--- src/rtl/neuron_mac_seq.sv ---
// Sequential signed fixed-point neuron: one saturating MAC per cycle over N_INPUTS, then activation.
// Optional feature: define NEURON_RELU_EN for a ReLU output stage; otherwise the output is linear.
module neuron_mac_seq #(
  parameter int N_INPUTS = 4,
  parameter int IN_W     = 12,
  parameter int ACC_W    = 24,
  parameter int FRAC     = 8,
  localparam int AW      = (N_INPUTS > 1) ? $clog2(N_INPUTS) : 1
) (
  input  logic                     clk,
  input  logic                     rst,
  input  logic [N_INPUTS*IN_W-1:0] in_data,
  input  logic                     in_valid,
  output logic                     in_ready,
  input  logic                     w_we,
  input  logic [AW-1:0]            w_addr,
  input  logic [IN_W-1:0]          w_data,
  input  logic                     b_we,
  input  logic [ACC_W-1:0]         b_data,
  output logic [ACC_W-1:0]         out_data,
  output logic                     out_valid,
  input  logic                     out_ready,
  output logic                     busy
);

  // state | meaning
  // IDLE  | waiting for an input vector; weight/bias writes accepted
  // MAC   | one product accumulated per cycle, idx 0..N_INPUTS-1
  // ACT   | activation applied, result registered
  // OUT   | result held until the downstream handshake
  typedef enum logic [1:0] {IDLE, MAC, ACT, OUT} state_t;

  localparam int PW = 2 * IN_W;
  localparam int SW = ((PW > ACC_W) ? PW : ACC_W) + 1;
  localparam logic signed [SW-1:0] SAT_MAX = {{(SW-ACC_W+1){1'b0}}, {(ACC_W-1){1'b1}}};
  localparam logic signed [SW-1:0] SAT_MIN = {{(SW-ACC_W+1){1'b1}}, {(ACC_W-1){1'b0}}};

  state_t state_q, state_d;

  logic signed [IN_W-1:0]  in_q  [N_INPUTS];
  logic signed [IN_W-1:0]  w_q   [N_INPUTS];
  logic signed [IN_W-1:0]  w_use [N_INPUTS];
  logic signed [ACC_W-1:0] acc_q;
  logic signed [ACC_W-1:0] bias_q;
  logic        [ACC_W-1:0] out_q;
  logic        [AW-1:0]    idx_q;

  logic                    accept;
  logic                    last_idx;
  logic                    w_wr_ok;
  logic signed [PW-1:0]    prod;
  logic signed [PW-1:0]    prod_sh;
  logic signed [SW-1:0]    prod_x;
  logic signed [SW-1:0]    acc_x;
  logic signed [SW-1:0]    sum;
  logic signed [ACC_W-1:0] acc_next;
  logic        [ACC_W-1:0] act_val;

  always_ff @(posedge clk) begin
    if (!rst) state_q <= IDLE;
    else      state_q <= state_d;
  end

  always_comb begin
    state_d   = state_q;
    in_ready  = 1'b0;
    out_valid = 1'b0;
    busy      = 1'b1;
    case (state_q)
      IDLE: begin
        in_ready = 1'b1;
        busy     = 1'b0;
        if (in_valid) state_d = MAC;
      end
      MAC:  if (last_idx) state_d = ACT;
      ACT:  state_d = OUT;
      OUT: begin
        out_valid = 1'b1;
        if (out_ready) state_d = IDLE;
      end
      default: state_d = IDLE;
    endcase
  end

  assign accept   = (state_q == IDLE) && in_valid;
  assign last_idx = (idx_q == AW'(N_INPUTS - 1));
  assign w_wr_ok  = w_we && (state_q == IDLE) && (32'(w_addr) < N_INPUTS);

  // Full-precision product, floor-shifted, then summed in a width that cannot overflow before clamping
  always_comb begin
    prod    = in_q[idx_q] * w_use[idx_q];
    prod_sh = prod >>> FRAC;
    prod_x  = {{(SW-PW){prod_sh[PW-1]}}, prod_sh};
    acc_x   = {{(SW-ACC_W){acc_q[ACC_W-1]}}, acc_q};
    sum     = prod_x + acc_x;
    if (sum > SAT_MAX)      acc_next = SAT_MAX[ACC_W-1:0];
    else if (sum < SAT_MIN) acc_next = SAT_MIN[ACC_W-1:0];
    else                    acc_next = sum[ACC_W-1:0];
  end

  always_comb begin
`ifdef NEURON_RELU_EN
    act_val = acc_q[ACC_W-1] ? '0 : acc_q;
`else
    act_val = acc_q;
`endif
  end

  // Weights are snapshotted on accept so a write in the same cycle only affects later vectors
  always_ff @(posedge clk) begin
    if (!rst) begin
      acc_q  <= '0;
      idx_q  <= '0;
      bias_q <= '0;
      out_q  <= '0;
      for (int i = 0; i < N_INPUTS; i++) begin
        in_q[i]  <= '0;
        w_q[i]   <= '0;
        w_use[i] <= '0;
      end
    end else begin
      if (w_wr_ok) w_q[w_addr] <= w_data;
      if (b_we && (state_q == IDLE)) bias_q <= b_data;
      if (accept) begin
        acc_q <= bias_q;
        idx_q <= '0;
        for (int i = 0; i < N_INPUTS; i++) begin
          in_q[i]  <= in_data[i*IN_W +: IN_W];
          w_use[i] <= w_q[i];
        end
      end
      if (state_q == MAC) begin
        acc_q <= acc_next;
        idx_q <= idx_q + AW'(1);
      end
      if (state_q == ACT) out_q <= act_val;
    end
  end

  assign out_data = out_q;

endmodule

--- config.mk ---
export PLATFORM = sky130hd
export DESIGN_NAME = neuron_mac_seq
export DESIGN_NICKNAME = d
export VERILOG_FILES = /design/src/rtl/neuron_mac_seq.sv
export SDC_FILE = /design/constraint.sdc
export NUM_CORES = 1
export LEC_CHECK = 0
export ABC_AREA = 1
export CAP_MARGIN = 30
export CELL_PAD_IN_SITES_DETAIL_PLACEMENT = 0
export CELL_PAD_IN_SITES_GLOBAL_PLACEMENT = 2
export CORE_MARGIN = 1.5
export CORE_UTILIZATION = 40
export DETAILED_ROUTE_END_ITERATION = 16
export PLACE_DENSITY = 0.95
export SLEW_MARGIN = 10
export SYNTH_ARGS = -nofsm -noshare
export SYNTH_HDL_FRONTEND = slang
export SYNTH_SLANG_ARGS = --single-unit
export TNS_END_PERCENT = 20
--- constraint.sdc ---
create_clock -name clk -period 16.8 [get_ports clk]
set_clock_uncertainty 0.2 [all_clocks]
set_input_delay 2.52 -clock clk [delete_from_list [all_inputs] [get_ports clk]]
set_output_delay 2.52 -clock clk [all_outputs]
set_load 0.05 [all_outputs]
==> results of run 1 <==
[worst register-to-register path, delay by kind of cell (launching register included)]
family                   cells  cell delay [ps]
adder cells (fa/ha/maj)      7             3240
flip-flops                   1              290
AO/OA/AOI/OAI                6             2320
XOR/XNOR                     1              240
AND/OR/NAND/NOR             13             1570
buffers and inverters       10             1860
[kinds of logic (layout without fill, tap and decap cells)]
group / Yosys count / in the layout / share of synthesized area [%]
adder cells (fa/ha/maj): 216 / 216 / 23.2
buffers and inverters: 428 / 537 / 10.3
flip-flops: 222 / 222 / 36.7
AND/OR/NAND/NOR: 789 / 789 / 19.4
XOR/XNOR: 39 / 39 / 2.13
AO/OA/AOI/OAI: 225 / 225 / 8.30
[sequential cells by signal (all words and copies together) (netlist names), named ones only]
signal and flops:
in_q 48, w_q 48, w_use 48, acc_q 24, bias_q 24, out_data 24, idx_q 2, state_q 2
[cell usage after synthesis, types with 5 or more instances]
cell	count	share of area, %
nor2_1	330	7.7
xor2_1	24	1.3
fa_1	137	17
o21bai_1	8	0.37
nor3_1	6	0.19
xnor2_1	15	0.82
nand4_1	9	0.35
nand2_1	389	9.1
or2_2	10	0.39
nand3_1	27	0.84
a32oi_1	16	0.87
a32oi_2	7	0.71
buf_2	12	0.37
edfxtp_1	144	27
clkinv_1	5	0.12
dfxtp_1	78	9.7
o21ai_1	9	0.28
o21ai_0	78	2.4
nand2_2	9	0.35
clkbuf_1	41	0.96
ha_1	79	6.2
a21oi_2	5	0.27
buf_1	6	0.14
inv_1	357	8.4
a21oi_1	95	3.0
[metrics by stage]
stage                     hold WS [ps]  setup WS, ps
after floorplan                    229          9060
after global placement             243          6760
after detailed placement           253          6430
after CTS                          262          6420
after global routing               287          6130
final                              257          6950
[cells in the final DEF, fill, tap and decap left out, types with 8 or more instances in the layout]
cell type	Yosys	routed
a21oi_1	95	95
a32oi_1	16	16
buf_4	0	12
clkbuf_16	0	24
clkdlybuf4s50_1	0	117
clkinv_1	5	9
dfxtp_1	78	78
edfxtp_1	144	144
fa_1	137	137
ha_1	79	79
inv_1	357	357
nand2_1	389	387
nand2_2	9	10
nand3_1	27	27
nand4_1	9	9
nor2_1	330	330
o21ai_0	78	77
o21ai_1	9	10
o21bai_1	8	8
or2_2	10	10
xnor2_1	15	15
xor2_1	24	24
[worst paths after layout]
path / from / end / slack (ps) / cells past startpoint
worst min register to register: bias_q[19] / bias_q[19] / 260 / 2
worst max register to register: flop / acc_q[10] / 6950 / 37
worst min-delay path: bias_q[19] / bias_q[19] / 260 / 2
worst max-delay path: flop / acc_q[10] / 6950 / 37
[area by class of cell]
| cell class | count | area [sq um] |
|---|---|---|
| repair buffers | 131 | 1290 |
| flip-flops and latches | 222 | 5890 |
| multi-input cells | 1269 | 8520 |
| fillers | 3926 | 21200 |
| clock buffers | 32 | 661 |
| well taps | 525 | 657 |
| clock inverters | 9 | 50.0 |
| inverters | 365 | 1370 |
[per-layer routing]
metal | GRT usage, % | vias up | share of wire [%]
li1 | - | 6123 | -
met1 | 29.0 | 6009 | 50
met2 | 30.4 | 269 | 45
met3 | 1.66 | 31 | 4.2
met4 | 3.47 | 0 | 1.2
met5 | 0 | - | 0
==> impl_metrics.ini, run 1 <==
[clocking]
post_cts_buffers = 0
post_cts_resize_count = 0
clock_sinks = 222
clk_path_buf_depth = 3
cts_buffers = 23
insertion_delay_ps = 520
cts_tree = done
cts-root-buf = clkbuf_16
path_clk_slew_ps = 50
hold_buffers = 0
htreeDepth = 1

[final_layout]
instances_no_fill = 2553
final_nets = 2320
final_util_pct = 46.5
drive_gt1_share_pct = 4.34
syn_to_final_growth_pct = 14.9
design_area_sq_um = 18400
antenna_cells = 0

[place]
dpl.hpwl_um = 31400
dpl-instance-area_sq_um = 17700
placement.io_buffers = 118
dp.cells = 2509
place.gp.congestion = 0.893

[sta]
setup_tns_ps = 0
setup_viol = 0
finalCriticalPeriod_ps = 9850
clock.fmax_mhz = 101
maxSlewHeadroom_pct = 18.6
final_max_slew_viol_count = 0
final_hold_viol_count = 0
finalCritPeriodShare_pct = 58.7
tightest_slew_ps = 1220
rsz0062_at_grt = false

[yosys]
ys_seq_elements = 222
synth_cell_type_count = 40
yosys_warnings = 0
syn_avg_cell_area_sq_um = 8.36
ys_async_sr_fraction_pct = 0
syn_inst = 1919
synth_enable_flop_cells = 144
syn_nets = 2227
synth_flop_cell = edfxtp_1
synth_seq_area_share_pct = 36.7
synth_area_sq_um = 16000

[floorplanning]
die-area_sq_um = 41300
fp.dieW_um = 203
io_pins = 119
row_count = 73
initial_core_util_pct = 40.5
die_h_um = 203
core_sq_um = 39600

[grt]
grt_max_degree = 97
grt_pass1_wl_um = 62900
antenna_found_initial = 0
grt_usage_pct = 19.2
grt_pass1_vias = 11900
grt_overflow = 0

[worst_setup_path]
cp_top_family = adder cells
required_ps = 16990
cp_slowest_cell = a32oi_1
crit_arrival_ps = 10040
cp_num_buf_inv = 10
crit_path_end_kind = flop
slowest_delay_ps = 830
path_class = flop to flop
startpoint_type = flop
crit_path_max_fanout = 49

[drt]
wl_um = 39700
initialDrtViolationCount = 783
dr.pass1.iters = 6
wl_per_cell_um = 15.6
postRouteAntennaNets = 0
via_per_inst = 4.87
drc = 0
vias = 12400

[worst_hold_path]
hp-class = flop to flop

[flow_run]
drv_cap = 0

[run_status]
status = completed
Power of run 1 is not shown: default switching activity piles up to over one toggle a cycle in this logic, so the estimate is an artifact.
==> run 2, diff against run 1 <==
CORE_UTILIZATION = 37   (was 40)
PLACE_DENSITY = 0.9   (was 0.95)
clock period = 10.2 ns   (was 16.8 ns; I/O delays follow)
==> run 2 against run 1 <==
Effect of this change: first-iteration DRC count up 7.8%; via count down 0.67%; wire length up 2.3%; core utilization down 3.1 points; sequential share of layout area down 0.37 points; sequential cell count unchanged; maximum frequency up 7.4%; global-route usage down 0.75 points.
==> impl_metrics.ini, run 2 (same netlist as run 1, synthesis figures left out) <==
[run_status]
status = completed

[sta]
finalCriticalPeriod_ps = 9180
clock.fmax_mhz = 109
tightest_slew_ps = 920
setup_viol = 0
final_max_slew_viol_count = 0
maxSlewHeadroom_pct = 38.7
final_hold_viol_count = 0
setup_tns_ps = 0
timing.hold.ws_ps = 261
finalCritPeriodShare_pct = 90.0
rsz0062_at_grt = false

[final_layout]
syn_to_final_growth_pct = 16.2
layout_commonest_cell = nand2_1
mostFrequentLayoutCells = 387 x nand2_1, 357 x inv_1, 330 x nor2_1
antenna_cells = 0
top_regs = in_q (48), w_q (48), w_use (48)
final_nets = 2332
drive_gt1_share_pct = 5.10

[grt]
grt_usage_pct = 18.5
grt_overflow = 0
grt_pass1_vias = 12300
grt_pass1_wl_um = 65100
grt_max_degree = 97
antenna_found_initial = 0

[clocking]
htreeDepth = 1
post_cts_resize_count = 0
cts_buffers = 23
clk_path_buf_depth = 3
insertion_delay_ps = 530
hold_buffers = 0
clock_sinks = 222
post_cts_buffers = 0
cts_tree = done
cts-root-buf = clkbuf_16
path_clk_slew_ps = 60

[worst_setup_path]
cp_num_cells = 31
crit_path_max_fanout = 26
cp_slowest_cell = a32oi_1
crit_path_end_kind = flop
crit_arrival_ps = 9370
startpoint_type = flop
path_class = flop to flop
rr_worst_depth = 31
slowest_delay_ps = 740
cp_num_buf_inv = 5
required_ps = 10390
cp_top_family = adder cells
crit_top_cell = nand2_1

[place]
placement.io_buffers = 118
place.gp.congestion = 0.888
dpl.hpwl_um = 32300

[floorplanning]
die_h_um = 211
row_count = 76
die-area_sq_um = 44600
io_pins = 119
fp.dieW_um = 211
initial_core_util_pct = 37.3
core_sq_um = 43000

[drt]
wl_per_cell_um = 15.5
drc = 0
postRouteAntennaNets = 0
vias = 12300
initialDrtViolationCount = 844
via_per_inst = 4.70
wl_um = 40600
dr.pass1.iters = 5

[flow_run]
drv_cap = 0

[worst_hold_path]
hold_depth = 2
hp-class = flop to flop
-- run 2: cell count changes in the layout (fill, tap and decap cells not counted), moves of 2 or more --
cell / previous run / this run
bufinv_16: 0 / 2
clkbuf_1: 5 / 3
buf_4: 12 / 23
clkbuf_8: 3 / 1
-- run 2: path summary, 6_finish.rpt --
kind,slack [ps],to,from
hold reg to reg,260,bias_q[19],bias_q[19]
setup reg to reg,1020,acc_q[20],flop
setup / recovery,1020,acc_q[20],flop
hold / removal,260,bias_q[19],bias_q[19]
-- run 2: area by class of cell --
class,count,area [sq um]
Fill cell,4370,24300
Multi-Input combinational cell,1269,8530
Sequential cell,222,5890
Timing Repair Buffer,143,1380
Inverter,365,1370
Tap cell,585,732
Clock buffer,27,601
Clock inverter,14,155
-- run 2: worst min-delay path: cells and delay by family, from the launching register on --
family                 cells  cell delay, ps
DFF                        1             290
buffers and inverters      1              60
AOI/OAI and AO/OA          1              60
-- run 2: per-layer routing --
metal | up-vias | part of all wire (%) | track usage [%]
met5 | - | 0 | 0
met4 | 0 | 1.4 | 3.92
met3 | 30 | 4.6 | 1.56
met2 | 272 | 45 | 28.6
met1 | 5906 | 49 | 28.1
li1 | 6141 | - | -
-- run 2: per-stage QoR --
| step | cell area [sq um] | setup WS, ps | utilization, % | cells |
|---|---|---|---|---|
| 3_3_place_gp | 17900 | 866 | 41.5 | 2582 |
| 3_5_place_dp | 17900 | 798 | 41.6 | 2584 |
| 2_1_floorplan | 16000 | 2460 | - | 1919 |
| 5_1_grt | 18700 | 282 | 43.4 | 2625 |
| 4_1_cts | 18600 | 773 | 43.4 | 2625 |
| 6_report | 18700 | 1020 | 43.4 | 2625 |
Power of run 2 is left out for the same reason.
==> run 3, diff against run 2 <==
ABC_AREA = default   (was 1)
CORE_UTILIZATION = 40   (was 37)
==> run 3 against run 2 <==
Effect of this change: first-iteration DRC count fell by 37%; maximum frequency fell by 0.43%; sequential cell count did not move; core utilization rose by 3.2 points; non-clock buffer count fell by 12; area after synthesis fell by 2.5%; hold slack got worse by 0.74 ps; cell area fell by 3.5%; register-to-register slack got worse by 40 ps; synthesized cell count fell by 24%; critical path depth fell by 1; sequential share of layout area rose by 1.1 points; critical path type unchanged; highest routed layer unchanged.
==> impl_metrics.ini, run 3 <==
[yosys]
synth_area_sq_um = 15600
synth.mux.area_fraction_pct = 5.90
yosys_warnings = 0
ys_async_sr_fraction_pct = 0
synth_compound_area_share_pct = 8.25
synth_xor_area_share_pct = 2.36
synth_flop_cell = edfxtp_1
synthAdderAreaFrac_pct = 23.8
synth_cell_type_count = 64
ys_seq_elements = 222
synth_enable_flop_cells = 144
ys_top_cells_by_area = edfxtp_1 28%, fa_1 18%, dfxtp_1 10%
syn_avg_cell_area_sq_um = 10.7
synth_seq_area_share_pct = 37.6
syn_inst = 1463
synth_top_area_share_pct = 27.6
synth_top_family_by_area = adder cells
syn_nets = 1771
synth.largest_area_cell = edfxtp_1
synth.most_common_cell = and2_1
yosys.area_share.simple_pct = 16.1
netlist_top_cells_count = 188 x and2_1, 182 x nand2_1, 166 x inv_1

[grt]
grt_overflow = 0
grt_pass1_vias = 10700
antenna_found_initial = 0
grt_pass1_wl_um = 57000
grt_max_degree = 97
grt_usage_pct = 17.5

[worst_setup_path]
crit_arrival_ps = 9480
required_ps = 10460
crit_path_max_fanout = 25
startpoint_type = flop
crit_top_cell = fa_1
crit_path_end_kind = flop
slowest_delay_ps = 710
rr_worst_depth = 30
crit_end = acc_q[13]
ff2ff_setup_slack_ps = 980
cp_slowest_cell = mux4_2
path_class = flop to flop
rr_endpoint = acc_q[13]

[flow_run]
drv_cap = 0

[clocking]
clock_sinks = 222
insertion_delay_ps = 530
htreeDepth = 1
cts-root-buf = clkbuf_16
path_clk_slew_ps = 60
clk_path_buf_depth = 3
cts_tree = done
cts_buffers = 24

[run_status]
status = completed

[place]
place.gp.congestion = 0.839
dpl-instance-area_sq_um = 17300
placement.io_buffers = 118
dpl.hpwl_um = 27400

[floorplanning]
die_h_um = 201
die-area_sq_um = 40300
initial_core_util_pct = 40.5
core_sq_um = 38600
io_pins = 119
row_count = 72
fp.dieW_um = 201

[sta]
clock.fmax_mhz = 108
final_hold_viol_count = 0
maxSlewHeadroom_pct = 43.1
rsz0062_at_grt = false
finalCritPeriodShare_pct = 90.4
tightest_slew_ps = 854
finalCriticalPeriod_ps = 9220
setup_tns_ps = 0
final_max_slew_viol_count = 0
setup_viol = 0

[final_layout]
syn_to_final_growth_pct = 15.1
drive_gt1_share_pct = 6.29
antenna_cells = 0
top_regs = in_q (48), w_q (48), w_use (48)
final_nets = 1852
mostFrequentLayoutCells = 188 x and2_1, 181 x nand2_1, 166 x inv_1
layout_commonest_cell = and2_1
design_area_sq_um = 18000
fillers = 3628

[drt]
dr.pass1.iters = 5
initialDrtViolationCount = 530
via_per_inst = 4.93
postRouteAntennaNets = 0
wl_um = 34700
vias = 10200
drc = 0
wl_per_cell_um = 16.7

[worst_hold_path]
hp-class = flop to flop
-- run 3: metrics by stage --
step | hold slack [ps] | instances | util [%] | setup WS (ps)
after floorplan | 239 | 1463 | - | 1370
after global placement | 257 | 2034 | 44.6 | 966
after detailed placement | 256 | 2035 | 44.7 | 747
after CTS | 264 | 2074 | 46.5 | 694
after global routing | 284 | 2075 | 46.6 | 159
final | 260 | 2075 | 46.6 | 982
-- run 3: what timing repair did --
item	CTS	global route
setup endpoints to repair	0	14
gates resized for setup	0	1
hold buffers	0	0
setup buffers	0	0
-- run 3: layout make-up --
type / instances / area (sq um) / share of cell area [%]
clock buffer: 33 / 644 / 3.58
sequential: 222 / 5890 / 32.7
timing repair buffer: 131 / 1290 / 7.18
clock inverter: 6 / 73.8 / 0.410
inverter: 166 / 623 / 3.46
tap: 518 / 648 / 3.60
multi-input combinational: 999 / 8840 / 49.1
-- run 3: critical path: cells and delay by family (launching register included) --
family | cells | cell delay [ps]
adders and majority gates | 7 | 3310
AOI/OAI and AO/OA | 13 | 2640
and+or+nand+nor | 5 | 1240
muxes | 1 | 710
DFF | 1 | 650
buffers and inverters | 4 | 340
-- run 3: cell families (layout without fill, tap and decap cells) --
logic type / Yosys count / in the layout
simple gates: 484 / 484
buf+inv: 242 / 336
flops: 222 / 222
fa+ha+maj: 216 / 216
compound gates: 197 / 197
mux: 62 / 62
xor+xnor: 40 / 40
-- run 3: worst min-delay path by stage --
| stage | startpoint | end | slack (ps) | depth (start not counted) |
|---|---|---|---|---|
| after global routing | bias_q[14] | bias_q[14] | 280 | 2 |
| after floorplan | bias_q[11] | bias_q[11] | 240 | 2 |
| final | bias_q[12] | bias_q[12] | 260 | 2 |
| after detailed placement | bias_q[12] | bias_q[12] | 260 | 2 |
| after global placement | bias_q[10] | bias_q[10] | 260 | 2 |
| after CTS | bias_q[12] | bias_q[12] | 260 | 2 |
-- run 3: per-layer routing --
| metal | track usage [%] | share of wire [%] |
|---|---|---|
| met5 | 0 | 0 |
| met4 | 3.49 | 1.2 |
| met3 | 1.83 | 2.9 |
| met2 | 29.9 | 49 |
| met1 | 24.4 | 47 |
Power of run 3 is left out for the same reason.
